**config.mk**
```make
export PLATFORM = sky130hd
export DESIGN_NAME = apb_master
export DESIGN_NICKNAME = d
export VERILOG_FILES = /design/src/rtl/apb_master.sv
export SDC_FILE = /design/constraint.sdc
export NUM_CORES = 1
export LEC_CHECK = 0
export CAP_MARGIN = 5
export CORE_UTILIZATION = 40
export DETAILED_ROUTE_END_ITERATION = 8
export PLACE_DENSITY = 0.8
export SYNTH_ARGS = -nofsm -noshare
export SYNTH_HDL_FRONTEND = slang
export SYNTH_SLANG_ARGS = --single-unit
```
**constraint.sdc**
```tcl
create_clock -name i_clk -period 1.93 [get_ports i_clk]
set_input_delay 0.193 -clock i_clk [delete_from_list [all_inputs] [get_ports i_clk]]
set_output_delay 0.193 -clock i_clk [all_outputs]
set_load 0.05 [all_outputs]
```
**src/rtl/apb_master.sv**
```systemverilog
// APB requester: takes one request at a time, runs SETUP/ACCESS on the bus and
// returns a single-cycle response. A wait-state limit aborts stalled transfers.
module apb_master #(
  parameter int unsigned TIMEOUT = 16
) (
  input  logic        i_clk,
  input  logic        i_reset,
  input  logic        i_req_valid,
  output logic        o_req_ready,
  input  logic        i_req_write,
  input  logic [31:0] i_req_addr,
  input  logic [31:0] i_req_wdata,
  output logic        o_resp_valid,
  output logic [31:0] o_resp_rdata,
  output logic        o_resp_err,
  output logic [31:0] PADDR,
  output logic        PWRITE,
  output logic [31:0] PWDATA,
  output logic        PSELx,
  output logic        PENABLE,
  input  logic [31:0] PRDATA,
  input  logic        PREADY,
  input  logic        PSLVERR
);

  typedef enum logic [1:0] {
    S_IDLE,
    S_SETUP,
    S_ACCESS
  } state_e;

  localparam logic [7:0] WAIT_LAST = 8'(TIMEOUT - 1);

  state_e      state_q, state_d;
  logic [7:0]  wait_cnt_q, wait_cnt_d;
  logic        ready_q, ready_d;
  logic        psel_q, psel_d;
  logic        penable_q, penable_d;
  logic        pwrite_q, pwrite_d;
  logic [31:0] paddr_q, paddr_d;
  logic [31:0] pwdata_q, pwdata_d;
  logic        resp_valid_q, resp_valid_d;
  logic        resp_err_q, resp_err_d;
  logic [31:0] resp_rdata_q, resp_rdata_d;

  always_comb begin
    state_d      = state_q;
    wait_cnt_d   = wait_cnt_q;
    ready_d      = ready_q;
    psel_d       = psel_q;
    penable_d    = penable_q;
    pwrite_d     = pwrite_q;
    paddr_d      = paddr_q;
    pwdata_d     = pwdata_q;
    resp_valid_d = 1'b0;
    resp_err_d   = resp_err_q;
    resp_rdata_d = resp_rdata_q;

    case (state_q)
      S_IDLE: begin
        // ready_q is low for one cycle after reset, so no accept happens then
        ready_d = 1'b1;
        if (ready_q && i_req_valid) begin
          ready_d    = 1'b0;
          psel_d     = 1'b1;
          penable_d  = 1'b0;
          pwrite_d   = i_req_write;
          paddr_d    = i_req_addr;
          pwdata_d   = i_req_wdata;
          wait_cnt_d = '0;
          state_d    = S_SETUP;
        end
      end
      S_SETUP: begin
        penable_d = 1'b1;
        state_d   = S_ACCESS;
      end
      S_ACCESS: begin
        if (PREADY) begin
          state_d      = S_IDLE;
          psel_d       = 1'b0;
          penable_d    = 1'b0;
          ready_d      = 1'b1;
          resp_valid_d = 1'b1;
          resp_err_d   = PSLVERR;
          resp_rdata_d = pwrite_q ? '0 : PRDATA;
        end else if (wait_cnt_q == WAIT_LAST) begin
          // this stalled cycle brings the count to TIMEOUT: abort with error
          wait_cnt_d   = wait_cnt_q + 8'd1;
          state_d      = S_IDLE;
          psel_d       = 1'b0;
          penable_d    = 1'b0;
          ready_d      = 1'b1;
          resp_valid_d = 1'b1;
          resp_err_d   = 1'b1;
          resp_rdata_d = '0;
        end else begin
          wait_cnt_d = wait_cnt_q + 8'd1;
        end
      end
      default: state_d = S_IDLE;
    endcase
  end

  always_ff @(posedge i_clk) begin
    if (i_reset) begin
      state_q      <= S_IDLE;
      wait_cnt_q   <= '0;
      ready_q      <= 1'b0;
      psel_q       <= 1'b0;
      penable_q    <= 1'b0;
      pwrite_q     <= 1'b0;
      paddr_q      <= '0;
      pwdata_q     <= '0;
      resp_valid_q <= 1'b0;
      resp_err_q   <= 1'b0;
      resp_rdata_q <= '0;
    end else begin
      state_q      <= state_d;
      wait_cnt_q   <= wait_cnt_d;
      ready_q      <= ready_d;
      psel_q       <= psel_d;
      penable_q    <= penable_d;
      pwrite_q     <= pwrite_d;
      paddr_q      <= paddr_d;
      pwdata_q     <= pwdata_d;
      resp_valid_q <= resp_valid_d;
      resp_err_q   <= resp_err_d;
      resp_rdata_q <= resp_rdata_d;
    end
  end

  assign o_req_ready  = ready_q;
  assign o_resp_valid = resp_valid_q;
  assign o_resp_err   = resp_err_q;
  assign o_resp_rdata = resp_rdata_q;
  assign PADDR        = paddr_q;
  assign PWRITE       = pwrite_q;
  assign PWDATA       = pwdata_q;
  assign PSELx        = psel_q;
  assign PENABLE      = penable_q;

endmodule

```
Word level (Yosys, flattened, before mapping)
Index checks and enable logic that the tools add are counted. Widths: inputs -> output; s select.

Add/sub/neg operators: 1. Muxes and demuxes: 23. Equality and inequality tests: 6. Bitwise operators: 1. Reductions and logical operators: 13.

Operators with widths (count): $mux 32 (3); $mux 8 (2); $pmux 8 s2 (1); $mux 1 (10); $reduce_and 3->1 (3); $add 8x1->8 const B (1); $eq 8x4->1 const B (1); $reduce_and 2->1 (4); $mux 2 (3); $pmux 2 s3 (1); $ne 2x2->1 const B (2); $pmux 1 s2 (2); $reduce_bool 2->1 (2); $ne 3x3->1 const B (1); $pmux 1 s3 (1); $reduce_bool 3->1 (1); $eq 2x1->1 const B (1); $eq 2x2->1 const B (1); $logic_not 2->1 (1); $reduce_or 2->1 (1); $logic_and 1x1->1 (1); $not 1->1 (1).

Logic and storage cells: 55. Output and inout port bits: 102. Input bits: 102. Flip-flop bits (word level): 112.

Logic depth before layout (Yosys ltp)
Depth after elaboration: 4. Mapped depth: 7. Depth with buffers taken out: 5.

Worst setup path after synthesis
No wires, ideal clock.

Kind: flip-flop to flip-flop. From: register ready_q (netlist: o_req_ready). To: register pwdata_q[17] (netlist: PWDATA[17]). Path slack: 248 ps. Data arrival time: 1549 ps. Path buffers: 3. Required time: 1798 ps. Setup time: 132 ps. Cell stages (with the launch flop): 8. Clock period less this slack: 1682 ps. Cells stage by stage: dfxtp_1 > nand2_1 > or3_1 > buf_2 > buf_6 > buf_6 > nand2_1 > a21oi_1.

Cells in the longest elaborated chain, start to end: 2.

RTL lines: start, declared (line 36) `logic ready_q, ready_d;`; start signal, assigned (line 121) `ready_q <= ready_d;`; $logic_and 1x1->1 (line 63) `if (ready_q && i_req_valid) begin`; $reduce_and 2->1 (no source line); end signal, assigned (line 126) `pwdata_q <= pwdata_d;`; end, declared (line 41) `logic [31:0] pwdata_q, pwdata_d;`.

Every way passes these cells. A chain may end at the register's enable or synchronous reset.

Final worst setup path
From: register ready_q (netlist: o_req_ready). To: output port o_req_ready.

RTL lines: end, declared (line 9) `output logic o_req_ready,`.

No word-level cell between the ends.

==> flow_summary.toml <==
[route]
vias_per_cell = 4.90
drc = 0
drtIter0Drc = 92
routed_wl_mm = 11.4
wl_per_cell_um = 13.9
ant_nets = 0
dr_total_vias = 4028
dr.pass1.iters = 4

[sta]
period_share_pct = 91.4
hold_viol = 0
maxSlewViolCount = 0
max_freq_mhz = 567
clock_skew_ns = 0.00986
setup_tns_ns = 0
period_needed_ns = 1.76
worst_pin_slew_ns = 0.542
slew_headroom_pct = 63.8
rsz0062_at_grt = "no"
setup_viol = 0
hold_ws_ns = 0.232

[worst_setup_path]
crit_type = "reg2out"
crit_path_top_delay_cell = "clkdlybuf4s50_1"
critPathMaxStageDelay_ns = 0.82
end_kind = "output port"
path_delay_family = "buffers and inverters"
path_buf_inv = 1
timing.rr.start = "wait_cnt_q[0]"
worstPathCellList = "clkdlybuf4s50_1"
crit_start = "o_req_ready"
cp.arrival_ns = 1.57
required_ns = 1.74
cp_max_fo = 4
cp-start-kind = "flop"

[clock_network]
clk_pin_slew_ns = 0.10
root_buffer = "clkbuf_8"
postCtsHoldBufs = 0
cts_sinks = 112
cts_resized = 0
post_cts_buffers = 0
insertion_delay_ns = 0.36
htreeDepth = 3
cts_buffers = 9
cts_buffer_depth = 2
cts_tree = "built"

[global_routing]
antenna_found_initial = 0
grt-ovfl-total = 0
first_global_vias = 3783
grt_max_degree = 52
grtUsageTotal_pct = 21.0
grt_pass1_wl_mm = 17.5

[pwr]
p_per_area_mw_per_mm2 = 719
power.leakage_nw = 2.21
total_power_w = 0.00461
ir_drop_uv = 452

[synthesis]
yosysSeqAreaShare_pct = 54.9
ys_ff_latch = 112
synth.avg_cell_area_um2 = 8.18
synth_top_cell_area_share_pct = 54.9
synth_largest_area_cell = "dfxtp_1"
synthFlopType = "dfxtp_1"
ys_types = 32
syn_inst = 499
synthesis.area_mm2 = 0.00408
syn-num-nets = 602
synthArstFlopShare_pct = 0
synth_area_leaders = "dfxtp_1 (55%), nand2_1 (15%), a21oi_1 (12%)"
yosys_warnings = 0
synth-edff-count = 0

[final_layout]
fill_cells = 841
drive_gt1_share_pct = 4.64
area_growth_pct = 57.1
final_common_cell = "clkdlybuf4s50_1"
nets = 789
n_antenna_cell = 0
final_cells = 822
final_cell_mix = "clkdlybuf4s50_1 (202), nand2_1 (168), dfxtp_1 (112), a21oi_1 (101), o21ai_0 (27)"

[die]
initial_utilization_pct = 41.6
die-width_um = 103
dieArea_mm2 = 0.0106
ios = 204
core_mm2 = 0.00982
core.rowCount = 36
die_y_um = 103

[outcome]
outcome = "finished clean"

[min_path]
worstHoldPathType = "in2reg"
min_from = "i_reset"

[placement]
gp_congestion = 0.791
io_buffers = 203
dp_hpwl_mm = 8.16
dp.cells = 808

[flow_run]
maxCapViolCount = 0
metrics by stage:
stage,setup slack (ns),utilization [%],instance area (um2)
after floorplan,0.248,-,4080
after global placement,0.120,63.7,6250
after detailed placement,0.104,63.7,6250
after CTS,0.129,65.3,6410
after global routing,0.0620,65.3,6410
final,0.166,65.3,6410
registers in the layout, summed over array words and instances, names as in the netlist:
register	cells
o_resp_rdata	32
PENABLE	1
o_resp_valid	1
state_q	2
PADDR	32
PWRITE	1
wait_cnt_q	8
o_resp_err	1
PWDATA	32
o_req_ready	1
PSELx	1
Yosys cell counts (2+ instances only):
| master | count |
|---|---|
| o211ai_1 | 3 |
| buf_6 | 3 |
| o21ai_0 | 27 |
| buf_8 | 4 |
| inv_1 | 3 |
| and3_1 | 2 |
| a21oi_1 | 101 |
| clkbuf_1 | 20 |
| clkbuf_2 | 2 |
| o21ai_1 | 10 |
| o2111ai_1 | 2 |
| nand2_1 | 168 |
| buf_2 | 8 |
| xor2_1 | 6 |
| nor2_1 | 12 |
| dfxtp_1 | 112 |
logic make-up after synthesis:
logic type / count (synthesis) / share of synthesized area [%]
adder cells (fa/ha/maj): 1 / 0.307
AND/OR/NAND/NOR: 191 / 18.7
multiplexers: 1 / 0.245
flip-flops: 112 / 54.9
AO/OA/AOI/OAI: 147 / 18.7
XOR/XNOR: 6 / 1.29
buffers and inverters: 41 / 5.82
metal layers:
| layer | share of wire, % | global-route usage (%) | up-vias |
|---|---|---|---|
| met5 | 0 | 0 | - |
| met4 | 2.2 | 10.4 | 0 |
| met3 | 9.0 | 6.37 | 24 |
| met2 | 49 | 36.1 | 166 |
| met1 | 40 | 23.8 | 1826 |
| li1 | - | - | 2012 |
area by class of cell:
cell class / count / area (um2) / share of cell area, %
Inverter: 3 / 11.3 / 0.176
Tap cell: 133 / 166 / 2.59
Sequential cell: 112 / 2240 / 35.0
Clock inverter: 3 / 20.0 / 0.312
Multi-Input combinational cell: 346 / 1620 / 25.3
Clock buffer: 11 / 141 / 2.20
Timing Repair Buffer: 214 / 2210 / 34.5
where the power goes:
group / internal (W) / switching (W) / total (W)
Combinational: 0.000413 / 0.000547 / 0.000960
Sequential: 0.00240 / 0.0000485 / 0.00244
Clock: 0.000490 / 0.000718 / 0.00121
Total: 0.00330 / 0.00131 / 0.00461
path summary, 6_finish.rpt:
path / endpoint / slack (ns) / depth (start not counted)
setup / recovery: o_req_ready / 0.17 / 1
hold / removal: wait_cnt_q[0] / 0.23 / 2
setup reg to reg: o_resp_rdata[24] / 0.23 / 6
hold reg to reg: PADDR[24] / 0.45 / 2
No activity file was read; power rests on OpenSTA's default activity.
